==> config.mk <==
export PLATFORM = sky130hd
export DESIGN_NAME = axi_lite_bram_ctrl
export DESIGN_NICKNAME = d
export VERILOG_FILES = /design/src/rtl/axi_lite_bram_ctrl.sv
export SDC_FILE = /design/constraint.sdc
export NUM_CORES = 1
export LEC_CHECK = 0
export BUFFER_PORTS_ARGS = -buffer_cell sky130_fd_sc_hd__buf_2
export CORE_ASPECT_RATIO = 1.2
export CORE_UTILIZATION = 37
export DETAILED_ROUTE_END_ITERATION = 10
export PLACE_DENSITY = 0.77
export REMOVE_ABC_BUFFERS = 1
export SLEW_MARGIN = 30
export SYNTH_ARGS = -nofsm -noshare
export SYNTH_HDL_FRONTEND = slang
export SYNTH_SLANG_ARGS = --single-unit
==> constraint.sdc <==
create_clock -name clk -period 1.6 [get_ports clk]
set_input_delay 0.24 -clock clk [delete_from_list [all_inputs] [get_ports clk]]
set_output_delay 0.24 -clock clk [all_outputs]
set_load 0.1 [all_outputs]
==> src/rtl/axi_lite_bram_ctrl.sv <==
// axi_lite_bram_ctrl: AXI4-Lite slave bridging one CPU port to one single-port BRAM port.
// One transaction at a time through a single FSM; writes win over reads in IDLE.
// Optional build macro AXI_BRAM_ADDR_CHECK_EN: addresses >= MEM_BYTES get DECERR and no BRAM access.
module axi_lite_bram_ctrl #(
    parameter int ADDR_WIDTH = 16,
    parameter int MEM_BYTES  = 65536
) (
    input  logic                  clk,
    input  logic                  reset_n,
    input  logic [31:0]           s_axi_awaddr,
    input  logic [2:0]            s_axi_awprot,
    input  logic                  s_axi_awvalid,
    output logic                  s_axi_awready,
    input  logic [31:0]           s_axi_wdata,
    input  logic [3:0]            s_axi_wstrb,
    input  logic                  s_axi_wvalid,
    output logic                  s_axi_wready,
    output logic [1:0]            s_axi_bresp,
    output logic                  s_axi_bvalid,
    input  logic                  s_axi_bready,
    input  logic [31:0]           s_axi_araddr,
    input  logic [2:0]            s_axi_arprot,
    input  logic                  s_axi_arvalid,
    output logic                  s_axi_arready,
    output logic [31:0]           s_axi_rdata,
    output logic [1:0]            s_axi_rresp,
    output logic                  s_axi_rvalid,
    input  logic                  s_axi_rready,
    output logic                  bram_en,
    output logic [3:0]            bram_we,
    output logic [ADDR_WIDTH-1:0] bram_addr,
    output logic [31:0]           bram_wrdata,
    input  logic [31:0]           bram_rddata
);
    typedef enum logic [2:0] {
        IDLE, WR_WAIT_W, WR_WAIT_A, WR_EXEC, WR_RESP, RD_EXEC, RD_CAPT, RD_RESP
    } state_t;

    state_t      state, state_nx;
    logic [31:0] addr;
    logic [31:0] data;
    logic [3:0]  strb;
    logic        in_range;
    logic        unused;

`ifdef AXI_BRAM_ADDR_CHECK_EN
    assign in_range = addr < 32'(MEM_BYTES);
`else
    assign in_range = 1'b1;
`endif

    // Protection bits, the byte offset and (by default) the upper address bits carry no meaning here.
    assign unused      = &{1'b0, s_axi_awprot, s_axi_arprot, addr, 32'(MEM_BYTES)};
    assign bram_addr   = {addr[ADDR_WIDTH-1:2], 2'b00};
    assign bram_wrdata = data;

    // State register; reset drops any transaction in flight.
    always_ff @(posedge clk) begin
        if (!reset_n) state <= IDLE;
        else          state <= state_nx;
    end

    // Next state plus state-decoded readys, valids and BRAM strobes; AR only seen when no write is offered.
    always_comb begin
        state_nx      = state;
        s_axi_awready = reset_n && (state == IDLE || state == WR_WAIT_A);
        s_axi_wready  = reset_n && (state == IDLE || state == WR_WAIT_W);
        s_axi_arready = reset_n && state == IDLE && !s_axi_awvalid && !s_axi_wvalid;
        s_axi_bvalid  = state == WR_RESP;
        s_axi_rvalid  = state == RD_RESP;
        bram_en       = in_range && ((state == WR_EXEC && strb != 4'b0) || state == RD_EXEC);
        bram_we       = (state == WR_EXEC && in_range) ? strb : 4'b0;
        case (state)
            IDLE:      state_nx = (s_axi_awvalid && s_axi_wvalid) ? WR_EXEC   :
                                  s_axi_awvalid                   ? WR_WAIT_W :
                                  s_axi_wvalid                    ? WR_WAIT_A :
                                  s_axi_arvalid                   ? RD_EXEC   : IDLE;
            WR_WAIT_W: state_nx = s_axi_wvalid  ? WR_EXEC : WR_WAIT_W;
            WR_WAIT_A: state_nx = s_axi_awvalid ? WR_EXEC : WR_WAIT_A;
            WR_EXEC:   state_nx = WR_RESP;
            WR_RESP:   state_nx = s_axi_bready ? IDLE : WR_RESP;
            RD_EXEC:   state_nx = RD_CAPT;
            RD_CAPT:   state_nx = RD_RESP;
            RD_RESP:   state_nx = s_axi_rready ? IDLE : RD_RESP;
            default:   state_nx = IDLE;
        endcase
    end

    // Latch request fields on their handshakes and register responses so AXI outputs never glitch.
    always_ff @(posedge clk) begin
        if (!reset_n) begin
            addr        <= '0;
            data        <= '0;
            strb        <= '0;
            s_axi_bresp <= 2'b00;
            s_axi_rresp <= 2'b00;
            s_axi_rdata <= '0;
        end else begin
            if (s_axi_awvalid && s_axi_awready) addr <= s_axi_awaddr;
            if (s_axi_arvalid && s_axi_arready) addr <= s_axi_araddr;
            if (s_axi_wvalid && s_axi_wready) begin
                data <= s_axi_wdata;
                strb <= s_axi_wstrb;
            end
            if (state == WR_EXEC) s_axi_bresp <= in_range ? 2'b00 : 2'b11;
            if (state == RD_CAPT) begin
                s_axi_rdata <= in_range ? bram_rddata : 32'h0;
                s_axi_rresp <= in_range ? 2'b00 : 2'b11;
            end
        end
    end
endmodule

### After elaboration in Yosys (flattened, before gate mapping)

Cells that the tools add are included.

* equal/unequal tests: 7
* muxes and demuxes: 12
* reductions and logical operators: 18

Operator list (count)
* 16-bit 2-to-1 mux: 2
* 3-bit case mux with 8 select lines: 1
* 3-bit 2-to-1 mux: 6
* 3-bit equality test, second input constant: 4
* 1-bit logical AND: 10
* 3-bit by 2-bit equality test with 1-bit output, second input constant: 2
* 4-bit 2-to-1 mux: 1
* 4-bit nonzero test: 1
* 3-bit by 1-bit equality test with 1-bit output, second input constant: 1
* 3-bit logical NOT: 1
* 1-bit logical OR: 3
* 1-bit logical NOT: 2
* 2-bit 2-to-1 mux: 1
* 2-bit nonzero test: 1
* 1-bit 2-to-1 mux: 1

* flip-flop bits (word level): 87
* output and inout port bits: 94
* logic and storage cells: 42

### Depth between registers and ports, before layout

Gate-level depths: netlist of the first run.

* word-level depth: 6
* gate-level depth with buffers: 6
* gate-level depth less buffers: 3

### Least setup slack after synthesis of the first run

No wires, ideal clock.

* kind: reg-to-output
* from: register state[2]
* to: output s_axi_bvalid
* arrival: 2.891 ns
* required time: 1.360 ns
* path slack: -1.531 ns
* cell stages (with the launch flop): 4
* buffers on the path: 1
* cell sequence: dfxtp_1 -> clkbuf_1 -> inv_1 -> nor3_1

* longest elaborated chain between the ends: 1

RTL lines
* start, declared: RTL line 39 `state_t state, state_nx;`
* start signal, assigned: RTL line 60 `else state <= state_nx;`
* 3-bit equality test: RTL line 69 `s_axi_bvalid = state == WR_RESP;`
* end, declared: RTL line 19 `output logic s_axi_bvalid,`

Every way passes these cells.

### Worst setup path after layout of the first run

* from: register strb[1]
* to: output bram_en

* longest elaborated chain between the ends: 3

RTL lines
* start, declared: RTL line 42 `logic [3:0] strb;`
* start signal, assigned: RTL line 103 `strb <= s_axi_wstrb;`
* 4-bit nonzero test: RTL line 71 `bram_en = in_range && ((state == WR_EXEC && strb != 4'b0) || state == RD_EXEC);`
* 1-bit logical AND: RTL line 71
* 1-bit logical OR: RTL line 71
* end, declared: RTL line 29 `output logic bram_en,`

Every way passes these cells.

==> report_table.html, run 1 <==
<table>
<tr><th>Metric</th><th>Value</th></tr>
<tr><th colspan="2">Outcome</th></tr>
<tr><td>Outcome</td><td>finished with violations</td></tr>
<tr><td>Violations in the final reports</td><td>negative setup slack</td></tr>
<tr><th colspan="2">Placed design</th></tr>
<tr><td>DP Wirelength</td><td>6.720 mm</td></tr>
<tr><td>Placer's final routability congestion estimate</td><td>around 0.76</td></tr>
<tr><td>Total of buffers placed on input and output ports</td><td>190</td></tr>
<tr><th colspan="2">GRT</th></tr>
<tr><td>Global-route wire length before repair</td><td>~15 mm</td></tr>
<tr><td>Via count of the first global-routing pass</td><td>3323</td></tr>
<tr><td>Antenna violations before repair</td><td>0</td></tr>
<tr><td>Total global-route track usage</td><td>19.85%</td></tr>
<tr><td>Grt total ovfl</td><td>0</td></tr>
<tr><td>Maximum number of pins on one net before global-route repair</td><td>73</td></tr>
<tr><th colspan="2">Floorplan</th></tr>
<tr><td>Die Outline Area</td><td>approximately 9300 sq um</td></tr>
<tr><td>Number of cell rows</td><td>37</td></tr>
<tr><td>Top-Level Pins</td><td>239</td></tr>
<tr><td>Initial Util</td><td>a little under two fifths</td></tr>
<tr><td>Vertical die dimension</td><td>105.7 um</td></tr>
<tr><td>Width of the die</td><td>just under 90 um</td></tr>
<tr><td>Floorplan core area</td><td>roughly 8700 sq um</td></tr>
<tr><th colspan="2">Timing</th></tr>
<tr><td>Post-route worst setup slack</td><td>-0.4005 ns</td></tr>
<tr><td>Total count of hold-check failures in the final report</td><td>0</td></tr>
<tr><td>Maximum achievable frequency</td><td>499.9 MHz</td></tr>
<tr><td>Post-layout min period</td><td>2.000 ns</td></tr>
<tr><td>Fin Hold WS</td><td>a little under 0.08 ns</td></tr>
<tr><td>Final worst path period share</td><td>125.0%</td></tr>
<tr><td>RSZ-0062 raised after global routing</td><td>true</td></tr>
<tr><td>Worst Skew</td><td>0.008836 ns</td></tr>
<tr><td>Number of failing setup endpoints in the final timing report</td><td>7</td></tr>
<tr><td>Number of slew-limit violations in the final report</td><td>0</td></tr>
<tr><th colspan="2">Synthesis</th></tr>
<tr><td>Syn_area_per_cell</td><td>~7.7 sq um</td></tr>
<tr><td>Distinct cell type count of the synthesized netlist</td><td>31</td></tr>
<tr><td>Ys async rst share</td><td>0%</td></tr>
<tr><td>Commonest cells in the synthesized netlist</td><td>sky130_fd_sc_hd__nand2_1 (166), sky130_fd_sc_hd__dfxtp_1 (85), sky130_fd_sc_hd__o21ai_0 (37)</td></tr>
<tr><td>Top_reg_cell synth</td><td>sky130_fd_sc_hd__dfxtp_1</td></tr>
<tr><td>Part of the Yosys area used for sequential elements</td><td>between 50% and 60%</td></tr>
<tr><td>Number of synthesized flops with an enable pin</td><td>0</td></tr>
<tr><td>Count of mapped cells out of synthesis</td><td>between 400 and 500</td></tr>
<tr><td>Post-synth top area share</td><td>between 50% and 60%</td></tr>
<tr><td>Cell area after synthesis</td><td>approximately 3300 sq um</td></tr>
<tr><td>Most used standard cell by instance count after synthesis</td><td>sky130_fd_sc_hd__nand2_1</td></tr>
<tr><td>Cell types with the largest area share after synthesis</td><td>sky130_fd_sc_hd__dfxtp_1 (51%), sky130_fd_sc_hd__nand2_1 (19%), sky130_fd_sc_hd__o21ai_0 (5.6%), sky130_fd_sc_hd__a21oi_1 (5.0%), sky130_fd_sc_hd__o41ai_1 (3.7%)</td></tr>
<tr><td>Total of flip-flops plus latches after synthesis</td><td>85</td></tr>
<tr><td>Largest area contributor in the synthesized netlist</td><td>sky130_fd_sc_hd__dfxtp_1</td></tr>
<tr><td>YS warnings</td><td>0</td></tr>
<tr><th colspan="2">Clock tree</th></tr>
<tr><td>Clock tree from TritonCTS</td><td>yes</td></tr>
<tr><td>Clock Latency Late Sink</td><td>approximately 0.35 ns</td></tr>
<tr><td>Clock transition at path regs</td><td>0.09 ns</td></tr>
<tr><td>Clk sink count</td><td>85</td></tr>
<tr><td>Htree depth</td><td>3</td></tr>
<tr><td>CTS root buffer</td><td>sky130_fd_sc_hd__clkbuf_8</td></tr>
<tr><td>Buffer depth of the longest clock path</td><td>2</td></tr>
<tr><td>Number of buffers created by CTS</td><td>9</td></tr>
<tr><th colspan="2">Worst setup path</th></tr>
<tr><td>Classification of the worst setup path</td><td>reg2out</td></tr>
<tr><td>Buf/Inv on CP</td><td>1</td></tr>
<tr><td>Max incr delay on CP</td><td>between 0.5 and 0.6 ns</td></tr>
<tr><td>Count of cell instances traversed by the critical path</td><td>4</td></tr>
<tr><td>Number of cells on the worst reg-to-reg path</td><td>4</td></tr>
<tr><td>Cells traversed along the worst timing path</td><td>or4_4 -&gt; and3_4 -&gt; o21a_1 -&gt; buf_12</td></tr>
<tr><td>Required time reported for the critical path endpoint</td><td>about 1.4 ns</td></tr>
<tr><td>Highest-delay cell along the critical path</td><td>sky130_fd_sc_hd__or4_4</td></tr>
<tr><td>Critical Path Sink Type</td><td>primary output</td></tr>
<tr><td>CP Max Fanout</td><td>2</td></tr>
<tr><td>Arrival @ worst endpoint</td><td>between 1.5 and 2 ns</td></tr>
<tr><td>Crit path max-delay family</td><td>simple AND/OR/NAND/NOR gates</td></tr>
<tr><td>Critical path startpoint category</td><td>flip-flop</td></tr>
<tr><th colspan="2">Drt</th></tr>
<tr><td>Initial DRT Pass Iterations</td><td>4</td></tr>
<tr><td>Top routing layer in use</td><td>met4</td></tr>
<tr><td>Wire length per cell after detailed routing</td><td>~13 um</td></tr>
<tr><td>Via density per instance</td><td>slightly below 5</td></tr>
<tr><td>Met2 routed wirelength</td><td>roughly 4.8 mm</td></tr>
<tr><td>Overall via count from detail_route</td><td>about 3600</td></tr>
<tr><td>Number of violations reported at the end of detailed-routing iteration 0</td><td>roughly 170</td></tr>
<tr><td>Routed met1 length</td><td>~3.9 mm</td></tr>
<tr><td>Number of remaining DRC errors</td><td>0</td></tr>
<tr><td>Length of routed met3 wiring</td><td>slightly above 700 um</td></tr>
<tr><td>Final ANT Viol Nets</td><td>0</td></tr>
<tr><td>Detailed-route wire length</td><td>9.643 mm</td></tr>
<tr><th colspan="2">Cells and area</th></tr>
<tr><td>Number of nets at the end of the flow</td><td>770</td></tr>
<tr><td>Layout cell share with drive strength beyond 1</td><td>between 40 and 50%</td></tr>
<tr><td>Layout overhead on the synthesized area</td><td>51.17%</td></tr>
<tr><td>Number of antenna repair diodes</td><td>0</td></tr>
<tr><th colspan="2">Power</th></tr>
<tr><td>Leakage power total</td><td>about 0.0023 uW</td></tr>
<tr><td>Post-route total power</td><td>5883 uW</td></tr>
<tr><td>Total power divided by cell area</td><td>1174 nW/um^2</td></tr>
<tr><td>Largest vdd supply drop</td><td>~0.6 mV</td></tr>
<tr><th colspan="2">Min path</th></tr>
<tr><td>Hold Crit Depth</td><td>3</td></tr>
<tr><td>Worst hold path type</td><td>in2reg</td></tr>
<tr><th colspan="2">Flow run</th></tr>
<tr><td>Max cap viols</td><td>0</td></tr>
</table>
[flip-flops by register name, summed over array words and instances, names as in the netlist]
| register | cells |
|---|---|
| strb | 4 |
| s_axi_rdata | 32 |
| bram_wrdata | 32 |
| addr | 14 |
| state | 3 |
[final timing paths]
| check | end | slack (ns) | startpoint |
|---|---|---|---|
| max | bram_en | -0.40 | strb[1] |
| min | bram_wrdata[21] | 0.08 | s_axi_wdata[21] |
| max reg2reg | addr[13] | 0.04 | state[0] |
| min reg2reg | bram_wrdata[14] | 0.46 | bram_wrdata[14] |
[cells by family after synthesis]
kind of cell	synth area share [%]
other	0.1131
flip-flops	51.32
AO/OA/AOI/OAI	18.68
buffers and inverters	6.037
AND/OR/NAND/NOR	23.85
[layout make-up]
class / count / area (sq um)
multi-input cells: 304 / 1536
clock buffers: 9 / 123.9
repair buffers: 222 / 1403
well taps: 117 / 146.4
clock inverters: 7 / 83.83
fillers: 806 / 3645
inverters: 3 / 11.26
flip-flops and latches: 85 / 1708
[power by group]
group / switching (uW) / internal [uW]
registers: 79.3 / 2260
clock network: 821 / 746
logic: 1500 / 479
total: 2400 / 3490
[routing by layer]
metal / GRT usage (%) / vias up
met5: 0 / -
met4: 10.02 / 0
met3: 4.620 / 19
met2: 35.71 / 168
met1: 21.02 / 1636
li1: - / 1812
[placed cells by master, fill, tap and decap left out, types with 2 or more instances in the layout]
master,Yosys,routed
sky130_fd_sc_hd__a21oi_1,33,33
sky130_fd_sc_hd__conb_1,1,6
sky130_fd_sc_hd__nor3b_1,2,2
sky130_fd_sc_hd__buf_4,6,25
sky130_fd_sc_hd__nand2_1,166,165
sky130_fd_sc_hd__dfxtp_1,85,80
sky130_fd_sc_hd__buf_12,0,12
sky130_fd_sc_hd__nand2b_1,3,2
sky130_fd_sc_hd__o21ai_0,37,37
sky130_fd_sc_hd__dfxtp_2,0,5
sky130_fd_sc_hd__and2_4,0,4
sky130_fd_sc_hd__a31oi_1,17,16
sky130_fd_sc_hd__buf_2,4,180
sky130_fd_sc_hd__clkbuf_8,0,9
sky130_fd_sc_hd__clkinv_4,0,3
sky130_fd_sc_hd__inv_1,3,3
sky130_fd_sc_hd__buf_6,1,3
sky130_fd_sc_hd__nor2_4,0,4
sky130_fd_sc_hd__o41ai_1,14,14
sky130_fd_sc_hd__or4_4,0,2
[timing repair]
| item | in CTS | in global routing |
|---|---|---|
| endpoints found under the setup margin | 10 | 22 |
| hold buffers | 0 | 0 |
| pin swaps | 9 | 3 |
| resized for setup | 24 | 8 |
| endpoints found under the hold margin | 0 | 0 |
| gates cloned | 0 | 1 |
| setup buffers | 8 | 2 |
[worst reg2reg max path: cells and delay by family, from the launching register on]
family / cells / cell delay [ns]
compound gates: 1 / 0.14
simple gates: 2 / 0.86
buf+inv: 1 / 0.16
flops: 1 / 0.33
[stage by stage]
| stage | TNS [ns] | std cells | area, sq um | setup slack (ns) | utilization [%] |
|---|---|---|---|---|---|
| after detailed placement | -1.083 | 720 | 4609 | -0.09113 | 53.24 |
| after global placement | -0.7831 | 720 | 4609 | -0.07266 | 53.24 |
| final | -0.6451 | 747 | 5012 | -0.4005 | 57.90 |
| after CTS | -0.7925 | 744 | 4955 | -0.4224 | 57.23 |
| after global routing | -1.165 | 747 | 5012 | -0.4453 | 57.90 |
| after floorplan | -161.04 | 392 | 3146 | -4.040 | - |
No activity file was read; power rests on OpenSTA's default activity.
==> inputs of run 2 (changes only) <==
--- a/config.mk
+++ b/config.mk
@@ -11,6 +11,7 @@
 export DETAILED_ROUTE_END_ITERATION = 10
 export PLACE_DENSITY = 0.77
 export REMOVE_ABC_BUFFERS = 1
+export SKIP_CTS_REPAIR_TIMING = 1
 export SLEW_MARGIN = 30
 export SYNTH_ARGS = -nofsm -noshare
 export SYNTH_HDL_FRONTEND = slang
==> report_table.html, run 2 (synthesis gave the netlist of run 1 again) <==
<table>
<tr><th>Metric</th><th>Value</th></tr>
<tr><th colspan="2">Flow run</th></tr>
<tr><td>Max cap viols</td><td>0 (unchanged)</td></tr>
<tr><th colspan="2">Worst setup path</th></tr>
<tr><td>Start point of the critical path</td><td>strb[0]</td></tr>
<tr><td>Classification of the worst setup path</td><td>reg2out</td></tr>
<tr><td>Crit path max-delay family</td><td>simple AND/OR/NAND/NOR gates</td></tr>
<tr><td>Required time reported for the critical path endpoint</td><td>1.36 ns (about the same)</td></tr>
<tr><td>Arrival @ worst endpoint</td><td>1.76 ns (about the same)</td></tr>
<tr><td>Origin of the critical flop-to-flop path</td><td>state[0]</td></tr>
<tr><td>CP Max Fanout</td><td>2 (unchanged)</td></tr>
<tr><td>Critical path startpoint category</td><td>flip-flop</td></tr>
<tr><td>Max incr delay on CP</td><td>0.53 ns (about the same)</td></tr>
<tr><td>Buf/Inv on CP</td><td>1 (unchanged)</td></tr>
<tr><td>Critical Path Sink Type</td><td>primary output</td></tr>
<tr><td>Highest-delay cell along the critical path</td><td>sky130_fd_sc_hd__or4_4</td></tr>
<tr><td>Cells traversed along the worst timing path</td><td>or4_4 -&gt; and3_4 -&gt; o21a_1 -&gt; buf_12</td></tr>
<tr><th colspan="2">GRT</th></tr>
<tr><td>Antenna violations before repair</td><td>0 (unchanged)</td></tr>
<tr><td>Total global-route track usage</td><td>19.13% (-0.72 points)</td></tr>
<tr><td>Global-route wire length before repair</td><td>14.07 mm (-3.2%)</td></tr>
<tr><td>Grt total ovfl</td><td>0 (unchanged)</td></tr>
<tr><td>Via count of the first global-routing pass</td><td>3254 (-2.1%)</td></tr>
<tr><td>Maximum number of pins on one net before global-route repair</td><td>73 (unchanged)</td></tr>
<tr><th colspan="2">Clock tree</th></tr>
<tr><td>Number of buffers created by CTS</td><td>9 (unchanged)</td></tr>
<tr><td>Clock transition at path regs</td><td>0.09 ns (about the same)</td></tr>
<tr><td>Htree depth</td><td>3 (unchanged)</td></tr>
<tr><td>Buffer depth of the longest clock path</td><td>2 (unchanged)</td></tr>
<tr><td>Clock Latency Late Sink</td><td>0.35 ns (about the same)</td></tr>
<tr><td>CTS root buffer</td><td>sky130_fd_sc_hd__clkbuf_8</td></tr>
<tr><td>Clk sink count</td><td>85 (unchanged)</td></tr>
<tr><td>Clock tree from TritonCTS</td><td>yes</td></tr>
<tr><th colspan="2">Timing</th></tr>
<tr><td>Final worst path period share</td><td>124.7% (-0.33 points)</td></tr>
<tr><td>RSZ-0062 raised after global routing</td><td>true</td></tr>
<tr><td>Number of failing setup endpoints in the final timing report</td><td>8 (+1)</td></tr>
<tr><td>Post-layout min period</td><td>1.995 ns (-0.005319 ns)</td></tr>
<tr><td>Total count of hold-check failures in the final report</td><td>0 (unchanged)</td></tr>
<tr><td>Maximum achievable frequency</td><td>501.2 MHz (+0.27%)</td></tr>
<tr><td>Number of slew-limit violations in the final report</td><td>0 (unchanged)</td></tr>
<tr><td>Worst Skew</td><td>0.01237 ns (+0.003538 ns)</td></tr>
<tr><td>Post-route setup TNS</td><td>-0.8725 ns (-0.2274 ns)</td></tr>
<tr><td>Post-route worst setup slack</td><td>-0.3952 ns (+0.005319 ns)</td></tr>
<tr><th colspan="2">Cells and area</th></tr>
<tr><td>Number of antenna repair diodes</td><td>0 (unchanged)</td></tr>
<tr><td>Commonest non-fill, non-tap cells in the layout</td><td>sky130_fd_sc_hd__buf_2 (180), sky130_fd_sc_hd__nand2_1 (165), sky130_fd_sc_hd__dfxtp_1 (81), sky130_fd_sc_hd__o21ai_0 (37), sky130_fd_sc_hd__a21oi_1 (33)</td></tr>
<tr><td>Final cell count without fillers</td><td>740 (-0.94%)</td></tr>
<tr><td>Layout overhead on the synthesized area</td><td>49.13%</td></tr>
<tr><td>Most common cell after layout, fill and taps aside</td><td>sky130_fd_sc_hd__buf_2</td></tr>
<tr><td>Layout cell share with drive strength beyond 1</td><td>40.61% (-0.82 points)</td></tr>
<tr><td>Number of nets at the end of the flow</td><td>763 (-0.91%)</td></tr>
<tr><td>Final core area utilization</td><td>57.12% (-0.78 points)</td></tr>
<tr><td>Layout fillers</td><td>815 (+1.1%)</td></tr>
<tr><th colspan="2">Power</th></tr>
<tr><td>Largest vdd supply drop</td><td>0.5957 mV (-1.2%)</td></tr>
<tr><td>Leakage power total</td><td>0.002237 uW (-2.0%)</td></tr>
<tr><td>Total power divided by cell area</td><td>1178 nW/um^2 (+0.38%)</td></tr>
<tr><th colspan="2">Drt</th></tr>
<tr><td>Wire length per cell after detailed routing</td><td>12.34 um (-4.4%)</td></tr>
<tr><td>Initial DRT Pass Iterations</td><td>4 (unchanged)</td></tr>
<tr><td>Via density per instance</td><td>4.778 (-1.8%)</td></tr>
<tr><td>Number of violations reported at the end of detailed-routing iteration 0</td><td>129 (-25%)</td></tr>
<tr><td>Top routing layer in use</td><td>met4</td></tr>
<tr><td>Final ANT Viol Nets</td><td>0 (unchanged)</td></tr>
<tr><td>Overall via count from detail_route</td><td>3536 (-2.7%)</td></tr>
<tr><td>Routed met1 length</td><td>3.785 mm (-2.3%)</td></tr>
<tr><td>Length of routed met3 wiring</td><td>633 um (-13%)</td></tr>
<tr><td>Number of remaining DRC errors</td><td>0 (unchanged)</td></tr>
<tr><td>Met2 routed wirelength</td><td>4.500 mm (-6.6%)</td></tr>
<tr><td>Detailed-route wire length</td><td>9.131 mm (-5.3%)</td></tr>
<tr><th colspan="2">Placed design</th></tr>
<tr><td>Placer's final routability congestion estimate</td><td>0.7625 (unchanged)</td></tr>
<tr><td>Total of buffers placed on input and output ports</td><td>190 (unchanged)</td></tr>
<tr><td>Post-Place Setup Slack</td><td>-0.09113 ns (unchanged)</td></tr>
<tr><td>Dpl cells</td><td>720 (unchanged)</td></tr>
<tr><td>DP Wirelength</td><td>6.720 mm (unchanged)</td></tr>
<tr><th colspan="2">Floorplan</th></tr>
<tr><td>Initial Util</td><td>38.30% (unchanged)</td></tr>
<tr><td>Vertical die dimension</td><td>105.7 um (unchanged)</td></tr>
<tr><td>Top-Level Pins</td><td>239 (unchanged)</td></tr>
<tr><td>Width of the die</td><td>88.42 um (unchanged)</td></tr>
<tr><td>Floorplan core area</td><td>8657 sq um (unchanged)</td></tr>
<tr><td>Number of cell rows</td><td>37 (unchanged)</td></tr>
<tr><td>Die Outline Area</td><td>9345 sq um (unchanged)</td></tr>
<tr><th colspan="2">Outcome</th></tr>
<tr><td>Violations in the final reports</td><td>negative setup slack</td></tr>
<tr><td>Outcome</td><td>finished with violations</td></tr>
<tr><th colspan="2">Min path</th></tr>
<tr><td>Origin of the worst min-delay path</td><td>s_axi_wdata[21]</td></tr>
<tr><td>Worst hold path type</td><td>in2reg</td></tr>
</table>
## run 2: cell count changes in the layout (fill, tap and decap cells not counted), sizes merged
cell    change
clkbuf      -1
buf         -6
## run 2: worst paths after layout
check	to	slack (ns)	depth (start not counted)
worst min register to register	bram_wrdata[14]	0.46	2
worst min-delay path	bram_wrdata[21]	0.08	3
worst max register to register	addr[13]	0.05	4
worst max-delay path	bram_en	-0.40	4
## run 2: metal layers
metal	vias up	GRT usage (%)
met5	-	0
met4	0	9.217
met3	17	4.307
met2	148	34.01
met1	1574	20.91
li1	1797	-
## run 2: final cells by class
| class | count | area [sq um] | share of cell area (%) |
|---|---|---|---|
| inverter | 3 | 11.26 | 0.2277 |
| timing repair buffer | 215 | 1341 | 27.13 |
| clock inverter | 7 | 83.83 | 1.695 |
| tap | 117 | 146.4 | 2.961 |
| clock buffer | 9 | 123.9 | 2.505 |
| multi-input combinational | 304 | 1531 | 30.97 |
| sequential | 85 | 1707 | 34.51 |
## run 2: power breakdown
group	internal, uW	switching [uW]
clock	745	816
combinational	455	1470
sequential	2260	78.3
total	3460	2360
## run 2: tightest hold or removal path, cell delays in order
cell and delay [ns]:
sky130_fd_sc_hd__buf_2 0.07, sky130_fd_sc_hd__nand2_1 0.04, sky130_fd_sc_hd__o21ai_0 0.05
## run 2: stage by stage
step           total power, uW  area, sq um  hold WS, ns
2_1_floorplan             3734         3146       0.3486
3_5_place_dp              4234         4609       0.4425
3_3_place_gp              4206         4609       0.4324
6_report                  5825         4945      0.07524
4_1_cts                   5802         4817      0.06089
5_1_grt                   6071         4945      0.06422
==> inputs of run 3 (changes only) <==
--- a/config.mk
+++ b/config.mk
@@ -5,9 +5,10 @@
 export SDC_FILE = /design/constraint.sdc
 export NUM_CORES = 1
 export LEC_CHECK = 0
+export ABC_AREA = 1
 export BUFFER_PORTS_ARGS = -buffer_cell sky130_fd_sc_hd__buf_2
 export CORE_ASPECT_RATIO = 1.2
-export CORE_UTILIZATION = 37
+export CORE_UTILIZATION = 38
 export DETAILED_ROUTE_END_ITERATION = 10
 export PLACE_DENSITY = 0.77
 export REMOVE_ABC_BUFFERS = 1
==> report_table.html, run 3 <==
<table>
<tr><th>Metric</th><th>Value</th></tr>
<tr><th colspan="2">Outcome</th></tr>
<tr><td>Outcome</td><td>finished with violations</td></tr>
<tr><td>Violations in the final reports</td><td>negative setup slack</td></tr>
<tr><th colspan="2">Synthesis</th></tr>
<tr><td>Cell types with the largest area share after synthesis</td><td>sky130_fd_sc_hd__dfxtp_1 (47%), sky130_fd_sc_hd__nand3_1 (13%), sky130_fd_sc_hd__nor2_1 (12%), sky130_fd_sc_hd__nand2_1 (6.5%), sky130_fd_sc_hd__inv_1 (5.3%)</td></tr>
<tr><td>Distinct cell type count of the synthesized netlist</td><td>22 (-29%)</td></tr>
<tr><td>Post-synth top area share</td><td>47.30% (-4.0 points)</td></tr>
<tr><td>Most used standard cell by instance count after synthesis</td><td>sky130_fd_sc_hd__nor2_1</td></tr>
<tr><td>Largest area contributor in the synthesized netlist</td><td>sky130_fd_sc_hd__dfxtp_1</td></tr>
<tr><td>Cell area after synthesis</td><td>3597 sq um (+8.5%)</td></tr>
<tr><td>Number of synthesized flops with an enable pin</td><td>0 (unchanged)</td></tr>
<tr><td>Top_reg_cell synth</td><td>sky130_fd_sc_hd__dfxtp_1</td></tr>
<tr><td>YS warnings</td><td>0 (unchanged)</td></tr>
<tr><td>Count of mapped cells out of synthesis</td><td>507 (+18%)</td></tr>
<tr><td>Commonest cells in the synthesized netlist</td><td>sky130_fd_sc_hd__nor2_1 (112), sky130_fd_sc_hd__nand3_1 (92), sky130_fd_sc_hd__dfxtp_1 (85)</td></tr>
<tr><td>Syn_area_per_cell</td><td>7.095 sq um (-8.4%)</td></tr>
<tr><td>Ys async rst share</td><td>0% (unchanged)</td></tr>
<tr><td>Total of flip-flops plus latches after synthesis</td><td>85 (unchanged)</td></tr>
<tr><td>Part of the Yosys area used for sequential elements</td><td>47.30% (-4.0 points)</td></tr>
<tr><th colspan="2">Drt</th></tr>
<tr><td>Final ANT Viol Nets</td><td>0 (unchanged)</td></tr>
<tr><td>Initial DRT Pass Iterations</td><td>5 (+1)</td></tr>
<tr><td>Number of violations reported at the end of detailed-routing iteration 0</td><td>179 (+39%)</td></tr>
<tr><td>Detailed-route wire length</td><td>10.05 mm (+10%)</td></tr>
<tr><td>Via density per instance</td><td>4.685 (-2.0%)</td></tr>
<tr><td>Overall via count from detail_route</td><td>3884 (+9.8%)</td></tr>
<tr><td>Number of remaining DRC errors</td><td>0 (unchanged)</td></tr>
<tr><td>Wire length per cell after detailed routing</td><td>12.12 um (-1.8%)</td></tr>
<tr><th colspan="2">GRT</th></tr>
<tr><td>Antenna violations before repair</td><td>0 (unchanged)</td></tr>
<tr><td>Maximum number of pins on one net before global-route repair</td><td>52 (-29%)</td></tr>
<tr><td>Grt total ovfl</td><td>0 (unchanged)</td></tr>
<tr><td>Via count of the first global-routing pass</td><td>3523 (+8.3%)</td></tr>
<tr><td>Global-route wire length before repair</td><td>15.32 mm (+8.9%)</td></tr>
<tr><td>Total global-route track usage</td><td>19.47% (+0.33 points)</td></tr>
<tr><th colspan="2">Clock tree</th></tr>
<tr><td>Clock transition at path regs</td><td>0.09 ns (about the same)</td></tr>
<tr><td>CTS root buffer</td><td>sky130_fd_sc_hd__clkbuf_8</td></tr>
<tr><td>Htree depth</td><td>3 (unchanged)</td></tr>
<tr><td>Clock tree from TritonCTS</td><td>yes</td></tr>
<tr><td>Number of buffers created by CTS</td><td>9 (unchanged)</td></tr>
<tr><td>Buffer depth of the longest clock path</td><td>2 (unchanged)</td></tr>
<tr><td>Clock Latency Late Sink</td><td>0.36 ns (about the same)</td></tr>
<tr><td>Clk sink count</td><td>85 (unchanged)</td></tr>
<tr><th colspan="2">Floorplan</th></tr>
<tr><td>Vertical die dimension</td><td>108.6 um (+2.7%)</td></tr>
<tr><td>Initial Util</td><td>39.41% (+1.1 points)</td></tr>
<tr><td>Number of cell rows</td><td>38 (+2.7%)</td></tr>
<tr><td>Floorplan core area</td><td>9129 sq um (+5.4%)</td></tr>
<tr><td>Top-Level Pins</td><td>239 (unchanged)</td></tr>
<tr><td>Width of the die</td><td>90.82 um (+2.7%)</td></tr>
<tr><td>Die Outline Area</td><td>9861 sq um (+5.5%)</td></tr>
<tr><th colspan="2">Cells and area</th></tr>
<tr><td>Number of nets at the end of the flow</td><td>849 (+11%)</td></tr>
<tr><td>Final cell count without fillers</td><td>829 (+12%)</td></tr>
<tr><td>Layout cell share with drive strength beyond 1</td><td>36.67% (-3.9 points)</td></tr>
<tr><td>Layout fillers</td><td>885 (+8.6%)</td></tr>
<tr><td>Most common cell after layout, fill and taps aside</td><td>sky130_fd_sc_hd__buf_2</td></tr>
<tr><td>Commonest non-fill, non-tap cells in the layout</td><td>sky130_fd_sc_hd__buf_2 (180), sky130_fd_sc_hd__nor2_1 (108), sky130_fd_sc_hd__nand3_1 (87), sky130_fd_sc_hd__dfxtp_1 (82), sky130_fd_sc_hd__nand2_1 (61)</td></tr>
<tr><td>Layout overhead on the synthesized area</td><td>43.37%</td></tr>
<tr><td>Number of antenna repair diodes</td><td>0 (unchanged)</td></tr>
<tr><th colspan="2">Power</th></tr>
<tr><td>Total power divided by cell area</td><td>1959 nW/um^2 (+66%)</td></tr>
<tr><td>Largest vdd supply drop</td><td>1.561 mV (+160%)</td></tr>
<tr><td>Post-route total power</td><td>10100 uW (+73%)</td></tr>
<tr><td>Leakage power total</td><td>0.002862 uW (+28%)</td></tr>
<tr><th colspan="2">Timing</th></tr>
<tr><td>Maximum achievable frequency</td><td>591.5 MHz (+18%)</td></tr>
<tr><td>Post-layout min period</td><td>1.691 ns (-0.3046 ns)</td></tr>
<tr><td>Number of slew-limit violations in the final report</td><td>0 (unchanged)</td></tr>
<tr><td>Post-route setup TNS</td><td>-0.3243 ns (+0.5483 ns)</td></tr>
<tr><td>Worst Skew</td><td>0.007916 ns (-0.004458 ns)</td></tr>
<tr><td>Final worst path period share</td><td>105.7% (-19 points)</td></tr>
<tr><td>Number of failing setup endpoints in the final timing report</td><td>8 (unchanged)</td></tr>
<tr><td>Total count of hold-check failures in the final report</td><td>0 (unchanged)</td></tr>
<tr><td>Fin Hold WS</td><td>0.09466 ns (+0.01943 ns)</td></tr>
<tr><td>RSZ-0062 raised after global routing</td><td>true</td></tr>
<tr><td>Post-route worst setup slack</td><td>-0.09055 ns (+0.3046 ns)</td></tr>
<tr><th colspan="2">Flow run</th></tr>
<tr><td>Max cap viols</td><td>0 (unchanged)</td></tr>
<tr><th colspan="2">Placed design</th></tr>
<tr><td>DP Wirelength</td><td>7.256 mm (+8.0%)</td></tr>
<tr><td>Dpl cells</td><td>801 (+11%)</td></tr>
<tr><td>Placer's final routability congestion estimate</td><td>0.8427 (+11%)</td></tr>
<tr><td>Total of buffers placed on input and output ports</td><td>190 (unchanged)</td></tr>
<tr><th colspan="2">Worst setup path</th></tr>
<tr><td>CP Max Fanout</td><td>10 (+8)</td></tr>
<tr><td>Buf/Inv on CP</td><td>2 (+1)</td></tr>
<tr><td>Number of cells on the worst reg-to-reg path</td><td>9 (+5)</td></tr>
<tr><td>Critical Path Sink Type</td><td>primary output</td></tr>
<tr><td>Crit path max-delay family</td><td>flip-flops</td></tr>
<tr><td>Register-to-register setup slack</td><td>0.09 ns (+0.04 ns)</td></tr>
<tr><td>Critical path startpoint category</td><td>flip-flop</td></tr>
<tr><td>Classification of the worst setup path</td><td>reg2out</td></tr>
<tr><td>Highest-delay cell along the critical path</td><td>sky130_fd_sc_hd__dfxtp_4</td></tr>
<tr><td>Cells traversed along the worst timing path</td><td>nor2_4 -&gt; nand2_4 -&gt; a21oi_4 -&gt; buf_12 -&gt; buf_12</td></tr>
<tr><td>Max incr delay on CP</td><td>0.38 ns (-0.15 ns)</td></tr>
<tr><td>Arrival @ worst endpoint</td><td>1.45 ns (-0.31 ns)</td></tr>
<tr><td>Count of cell instances traversed by the critical path</td><td>5 (+1)</td></tr>
<tr><td>Required time reported for the critical path endpoint</td><td>1.36 ns (about the same)</td></tr>
<tr><td>Most used cell along the critical path</td><td>sky130_fd_sc_hd__buf_12</td></tr>
<tr><th colspan="2">Min path</th></tr>
<tr><td>Worst hold path type</td><td>in2reg</td></tr>
<tr><td>Hold Crit Depth</td><td>3 (unchanged)</td></tr>
</table>
==> run 3: final cells by class <==
| cell class | instances | area, sq um | area share (%) |
|---|---|---|---|
| inverters | 51 | 197.7 | 3.833 |
| clock buffers | 9 | 123.9 | 2.402 |
| multi-input cells | 338 | 1546 | 29.99 |
| repair inverters | 1 | 7.507 | 0.1456 |
| flip-flops and latches | 85 | 1708 | 33.12 |
| clock inverters | 7 | 75.07 | 1.456 |
| well taps | 120 | 150.1 | 2.911 |
| repair buffers | 218 | 1349 | 26.15 |
==> run 3: cell families after synthesis <==
family | count (synthesis) | synth area share (%)
flip-flops | 85 | 47.30
other | 1 | 0.1042
AND/OR/NAND/NOR | 278 | 33.25
buffers and inverters | 89 | 11.51
AO/OA/AOI/OAI | 54 | 7.826
==> run 3: worst reg2reg max path, delay by kind of cell, from the launching register on <==
kind / cells / cell delay [ns]
and+or+nand+nor: 5 / 0.56
buffers and inverters: 3 / 0.43
DFF: 1 / 0.38
AOI/OAI and AO/OA: 1 / 0.07
==> run 3: report_power, final <==
part           leakage (uW)  internal (uW)  total, uW  switching (uW)
clock network     0.0000918            726       1540             817
registers          0.000695           2590       2860             271
logic               0.00207           1230       5700            4470
total               0.00286           4540      10100            5560
==> run 3: metal layers <==
metal  share of wire, %  up-vias  GRT usage, %
met3                6.1       23         4.993
met4                2.5        0         9.977
li1                   -     1983             -
met5                  0        -             0
met1                 42     1749         21.79
met2                 50      129         34.25
==> run 3: path summary, 6_finish.rpt <==
path                    endpoint      startpoint
setup / recovery    s_axi_wready        state[0]
hold / removal    bram_wrdata[0]  s_axi_wdata[0]
setup reg to reg         addr[8]        state[0]
hold reg to reg   bram_wrdata[0]  bram_wrdata[0]
==> run 3: through the flow <==
stage                     area, sq um  setup slack, ns  util (%)
after detailed placement         4810          0.06765     52.69
after global routing             5157          -0.1669     56.50
final                            5157         -0.09055     56.50
after global placement           4810           0.1093     52.69
after floorplan                  3393           -1.473         -
after CTS                        5009          -0.3490     54.87
